### src/rtl/output_ram_writer.sv
// -----------------------------------------------------------------------------
// output_ram_writer
//
// Purpose:
//   Raster-order pixel sink. It accepts one processed 8-bit pixel on each
//   valid/ready handshake and writes it into the output frame RAM. Column and
//   row coordinates are generated internally. The RAM address is
//   (row << WIDTH_BITS) + col, which is the same mapping used on the input
//   side. After the last pixel of a frame is accepted, a one-cycle oDone pulse
//   tells the top-level controller that the frame is complete.
//
// Ports:
//   clock       system clock; all state changes on the rising edge
//   reset       asynchronous, active-high reset
//   iStart      single-cycle start-of-frame request (only honoured in IDLE)
//   iValid      pixel on iData is valid
//   iData       processed pixel value
//   oReady      block accepts a pixel this cycle (decoded from state)
//   oBusy       frame write in progress (decoded from state)
//   oDone       one-cycle pulse in the cycle after the last pixel is accepted
//   oCol        column of the next pixel to accept
//   oRow        row of the next pixel to accept
//   oWrAddress  RAM write address (registered)
//   oWrData     RAM write data (registered)
//   oWrEn       RAM write enable (registered)
// -----------------------------------------------------------------------------
module output_ram_writer #(
    parameter int WIDTH_BITS  = 7,
    parameter int HEIGHT_BITS = 7,
    parameter int ADDR_WIDTH  = 14
) (
    input  logic                   clock,
    input  logic                   reset,
    input  logic                   iStart,
    input  logic                   iValid,
    input  logic [7:0]             iData,
    output logic                   oReady,
    output logic                   oBusy,
    output logic                   oDone,
    output logic [WIDTH_BITS-1:0]  oCol,
    output logic [HEIGHT_BITS-1:0] oRow,
    output logic [ADDR_WIDTH-1:0]  oWrAddress,
    output logic [7:0]             oWrData,
    output logic                   oWrEn
);

    typedef enum logic [1:0] {
        ST_IDLE  = 2'd0,
        ST_WRITE = 2'd1,
        ST_DONE  = 2'd2
    } state_t;

    localparam logic [WIDTH_BITS-1:0]  COL_MAX = {WIDTH_BITS{1'b1}};
    localparam logic [HEIGHT_BITS-1:0] ROW_MAX = {HEIGHT_BITS{1'b1}};

    state_t                  state_q, state_d;
    logic [WIDTH_BITS-1:0]   col_q,   col_d;
    logic [HEIGHT_BITS-1:0]  row_q,   row_d;
    logic [ADDR_WIDTH-1:0]   addr_q,  addr_d;
    logic [7:0]              data_q,  data_d;
    logic                    wren_q,  wren_d;

    logic handshake;

    // Ready is taken straight from the state, so a handshake only needs
    // iValid while the block is in WRITE.
    assign handshake = (state_q == ST_WRITE) && iValid;

    always_comb begin
        state_d = state_q;
        col_d   = col_q;
        row_d   = row_q;
        addr_d  = addr_q;
        data_d  = data_q;
        wren_d  = 1'b0;

        case (state_q)
            ST_IDLE: begin
                if (iStart) begin
                    state_d = ST_WRITE;
                    col_d   = '0;
                    row_d   = '0;
                end
            end

            ST_WRITE: begin
                if (handshake) begin
                    // The address is built at full RAM width, so no carry
                    // out of the column field can corrupt the row field.
                    addr_d = (ADDR_WIDTH'(row_q) << WIDTH_BITS) + ADDR_WIDTH'(col_q);
                    data_d = iData;
                    wren_d = 1'b1;
                    if (col_q == COL_MAX) begin
                        col_d = '0;
                        // The row wraps naturally after the last row, which
                        // leaves the counters at (0,0) for the next frame.
                        row_d = row_q + 1'b1;
                        if (row_q == ROW_MAX) begin
                            state_d = ST_DONE;
                        end
                    end else begin
                        col_d = col_q + 1'b1;
                    end
                end
            end

            ST_DONE: begin
                // The write of the last pixel is still visible during this
                // cycle (wren_q). iStart is deliberately not looked at here.
                state_d = ST_IDLE;
            end

            default: begin
                state_d = ST_IDLE;
            end
        endcase
    end

    always_ff @(posedge clock or posedge reset) begin
        if (reset) begin
            state_q <= ST_IDLE;
            col_q   <= '0;
            row_q   <= '0;
            addr_q  <= '0;
            data_q  <= '0;
            wren_q  <= 1'b0;
        end else begin
            state_q <= state_d;
            col_q   <= col_d;
            row_q   <= row_d;
            addr_q  <= addr_d;
            data_q  <= data_d;
            wren_q  <= wren_d;
        end
    end

    assign oReady     = (state_q == ST_WRITE);
    assign oBusy      = (state_q == ST_WRITE) || (state_q == ST_DONE);
    assign oDone      = (state_q == ST_DONE);
    assign oCol       = col_q;
    assign oRow       = row_q;
    assign oWrAddress = addr_q;
    assign oWrData    = data_q;
    assign oWrEn      = wren_q;

endmodule

### config.mk
export PLATFORM = sky130hd
export DESIGN_NAME = output_ram_writer
export DESIGN_NICKNAME = d
export VERILOG_FILES = /design/src/rtl/output_ram_writer.sv
export SDC_FILE = /design/constraint.sdc
export NUM_CORES = 1
export LEC_CHECK = 0
export CAP_MARGIN = 20
export CORE_MARGIN = 2
export CORE_UTILIZATION = 25
export DETAILED_ROUTE_END_ITERATION = 6
export PLACE_DENSITY = 0.57
export RECOVER_POWER = 25
export SLEW_MARGIN = 25
export SYNTH_ARGS = -nofsm -noshare
export SYNTH_HDL_FRONTEND = slang
export SYNTH_SLANG_ARGS = --single-unit
export TNS_END_PERCENT = 100
### constraint.sdc
create_clock -name clock -period 3 [get_ports clock]
set_clock_uncertainty 0.1 [all_clocks]
set_input_delay 0.45 -clock clock [delete_from_list [all_inputs] [get_ports clock]]
set_output_delay 0.45 -clock clock [all_outputs]
set_load 0.01 [all_outputs]
## After elaboration in Yosys (flattened, before gate mapping)

Cells that the tools add are included.

| operators by class | value |
|---|---|
| reduce and logical (&&, ||, !) cells | 8 |
| equal/unequal tests | 8 |
| mux-type cells | 14 |
| add/sub/neg operators | 3 |

Operator list:

| operator | count |
|---|---|
| $mux 7 | 5 |
| $pmux 7 s2 | 2 |
| $add 14x7->14 | 1 |
| $add 7x1->7 const B | 2 |
| $eq 7x7->1 const B | 2 |
| $mux 2 | 4 |
| $reduce_and 4->1 | 2 |
| $ne 2x1->1 const B | 3 |
| $pmux 2 s2 | 1 |
| $reduce_and 3->1 | 1 |
| $eq 2x1->1 const B | 1 |
| $eq 2x2->1 const B | 1 |
| $logic_not 2->1 | 1 |
| $mux 1 | 2 |
| $ne 2x2->1 const B | 1 |
| $reduce_and 2->1 | 1 |
| $reduce_bool 2->1 | 1 |
| $logic_and 1x1->1 | 1 |
| $logic_or 1x1->1 | 1 |

| word-level totals | value |
|---|---|
| word-level logic and storage cells | 39 |
| output and inout port bits | 40 |
| flip-flop bits (word level) | 39 |
| bits of input ports | 12 |

## Depth between registers and ports, before layout

| depth | value |
|---|---|
| word-level depth | 5 |
| mapped depth | 7 |
| mapped depth without buffers | 6 |

## Worst setup path before layout

No wires, ideal clock.

| timing path | value |
|---|---|
| path type | flip-flop to flip-flop |
| start | reg col_q[0], in the netlist oCol[0] |
| end | reg state_q[0] |
| path buffers | 0 |
| setup time | 0.127 ns |
| stages on the path, launching flop included | 6 |
| path slack | 0.969 ns |
| arrival | 1.804 ns |
| period minus slack after synthesis | 2.031 ns |
| data required time | 2.773 ns |
| cells stage by stage | dfrtp_1 > ha_1 > nand3_2 > or4_4 > a21oi_2 > mux2_1 |

| on the way | value |
|---|---|
| word-level cells in the longest chain between the ends | 3 |

Ends and longest elaborated chain:

| element | line | text |
|---|---|---|
| start, declared | 57 | `logic [WIDTH_BITS-1:0] col_q, col_d;` |
| start signal, assigned | 129 | `col_q <= col_d;` |
| $eq 7x7->1 | 93 | `if (col_q == COL_MAX) begin` |
| $ne 2x1->1 (no line) | n/a |  |
| $reduce_and 4->1 (no line) | n/a |  |
| end signal, assigned | 128 | `state_q <= state_d;` |
| end, declared | 56 | `state_t state_q, state_d;` |

Every way passes these cells.
A chain may end at the register's enable or synchronous reset.

## Worst setup path after layout

Same ends and word-level chain as after synthesis.

==> impl_metrics.toml <==
[detailed_routing]
vias = 1347
drt-total-wl_um = 3970
viasPerCell = 4.42
wire_per_inst_um = 13.0
drt-pass1-iter-count = 4
drtAntennaViolNets = 0
post-route-drc-count = 0
drtIter0Drc = 40

[pwr]
p_switching_uw = 610
pwr-share-clk = 0.191
p_seq_frac = 0.401
power_frac_comb = 0.408
p_total_uw = 1850
p_leak_uw = 0.00110
ir_worst_vdd_v = 0.000227
p_int_uw = 1240
p_per_area_nw_per_um2 = 734
switching_share = 0.331

[global_routing]
grt_pass1_vias = 1306
grt_pass1_wl_um = 6450
antenna_found_initial = 0
grt_max_degree = 22
overflow = 0
track_usage = 0.107

[layout]
layout_common_cells = "50 x clkdlybuf4s50_1, 39 x dfrtp_1, 21 x mux2_2"
drive_gt1_frac = 0.172
nFillCells = 687
area_growth_pct = 40.6
layoutNonFillerInstCount = 305
layout_commonest_cell = "clkdlybuf4s50_1"
num_antenna_cells = 0
num-nets-final = 227

[clocking]
hold_buffers = 0
cts.repair.resized = 0
post_cts_buffers = 0
cts_htree_levels = 2
insertion_delay_ns = 0.28
clkTransAtPathRegs_ns = 0.07
cts_made_buffers = 5
clock-sinks = 39
cts_tree = "done"
cts-root-buf = "clkbuf_8"
clk_path_buf_depth = 2

[sta]
fin_crit_ns = 2.11
report.final.hold_viol_count = 0
drv_slew = 0
setup_tns_ns = 0
fin_crit_sh = 0.704
tightest_slew_ns = 0.754
max_clock_freq_mhz = 473
maxSlewHeadroom = 0.494
rsz0062_at_grt = "no"
setup_violations = 0
holdWs_ns = 0.400

[yosys]
syn_nets = 169
synth_top_area_share = 0.545
synth_area_leader_cell = "dfrtp_1"
async_flop_share = 1.00
synth_area_leaders = "dfrtp_1 55%, mux2_2 13%, ha_1 4.2%, nand2_1 2.5%, and3_1 2.4%"
synth_seq_cells = 39
synth_area_um2 = 1790
synth_edf_count = 0
synthFlopType = "dfrtp_1"
synthDistinctLibCells = 31
yosysSeqAreaShare = 0.545
synth_area_per_cell_um2 = 11.8
yosysWarnings = 0
postSynthCellCount = 151

[worst_setup_path]
crit_required_ns = 3.07
cp_max_fo = 7
crit_arrival_ns = 2.18
max_stage_delay_ns = 0.54
cp-start-kind = "flip-flop"
crit_path_cell_trace = "ha_1 -> nand3_2 -> or4_4 -> a21oi_2 -> mux2_1"
critical_path_class = "flip-flop to flip-flop"
critical-path-slowest-cell = "or4_4"
end_kind = "flip-flop"

[place]
dp_cells = 298
dp_hpwl_um = 2880
gp_congestion = 0.798
io_buffers = 51

[die]
start_util = 0.260
die-area_um2 = 7850
placementRows = 30
io_pins = 52
die_w_um = 88.6
die_y_um = 88.6
core_um2 = 6870

[status]
status = "finished, final reports clean"

[min_path]
hold_path.class = "flip-flop to flip-flop"

[run]
cap_violations = 0
## cells in the mapped netlist, types with 2 or more instances
cell / instances
dfrtp_1: 39
mux2_2: 21
nand2_1: 12
and3_1: 7
inv_1: 7
a31oi_1: 6
ha_1: 6
a21oi_1: 5
nand3_1: 5
o21ai_0: 5
clkbuf_1: 4
nor2_1: 4
and2_1: 3
nand2b_1: 3
nand4_1: 3
xor2_1: 3
a41oi_1: 2
nand3_2: 2
o21ai_1: 2
## power by group through the flow
| stage | combinational, uW | clock (uW) | sequential [uW] |
|---|---|---|---|
| after floorplan | 352 | 0 | 792 |
| after global placement | 757 | 0 | 747 |
| after detailed placement | 767 | 0 | 753 |
| after CTS | 770 | 378 | 743 |
| after global routing | 825 | 405 | 756 |
| final | 752 | 353 | 740 |
## sequential cells by signal (all words and copies together) (netlist names)
register and cells:
oRow 7, oWrEn 1, oWrAddress 14, oCol 7, oWrData 8, state_q 2
## layer usage
| metal | up-vias | global-route usage | share of wire |
|---|---|---|---|
| met5 | - | 0 | 0 |
| met3 | 4 | 0.0364 | 0.059 |
| met1 | 656 | 0.145 | 0.49 |
| li1 | 654 | - | - |
| met4 | 0 | 0.0331 | 0.0060 |
| met2 | 33 | 0.163 | 0.44 |
## area by class of cell
type / instances / area, um^2 / area share
flip-flops and latches: 39 / 976 / 0.388
repair buffers: 55 / 533 / 0.212
inverters: 7 / 26.3 / 0.0104
clock inverters: 1 / 5.00 / 0.00199
well taps: 96 / 120 / 0.0478
multi-input cells: 101 / 772 / 0.307
clock buffers: 6 / 82.6 / 0.0328
## critical path, delay by kind of cell (launching register included)
kind / cells / cell delay (ns)
AOI/OAI and AO/OA: 1 / 0.15
DFF: 1 / 0.45
muxes: 1 / 0.32
adders and majority gates: 1 / 0.28
and+or+nand+nor: 2 / 0.68
## logic make-up after synthesis
| family | count (synthesis) | synth area share |
|---|---|---|
| AND/OR/NAND/NOR | 46 | 0.154 |
| flip-flops | 39 | 0.545 |
| AO/OA/AOI/OAI | 24 | 0.0825 |
| multiplexers | 22 | 0.138 |
| buffers and inverters | 11 | 0.0231 |
| adder cells (fa/ha/maj) | 6 | 0.0420 |
| XOR/XNOR | 3 | 0.0147 |
## through the flow
stage               setup slack, ns  cell area, um^2   util
floorplan                     0.969             1790      -
global placement              0.741             2430  0.354
detailed placement            0.725             2430  0.354
CTS                           0.875             2520  0.367
global route                  0.722             2510  0.366
finish                        0.888             2510  0.366
## final timing paths
path,startpoint,end,slack [ns],depth (start not counted)
max,oCol[0]$_DFFE_PP0P_,state_q[0]$_DFFE_PP0P_,0.89,5
min,oWrAddress[8]$_DFFE_PP0P_,oWrAddress[8]$_DFFE_PP0P_,0.40,2
max reg2reg,oCol[0]$_DFFE_PP0P_,state_q[0]$_DFFE_PP0P_,0.89,5
min reg2reg,oWrAddress[8]$_DFFE_PP0P_,oWrAddress[8]$_DFFE_PP0P_,0.40,2
max in group asynchronous,reset,oWrAddress[5]$_DFFE_PP0P_,1.36,3
min in group asynchronous,reset,oWrAddress[10]$_DFFE_PP0P_,0.54,2
(Power assumes the default switching activity.)
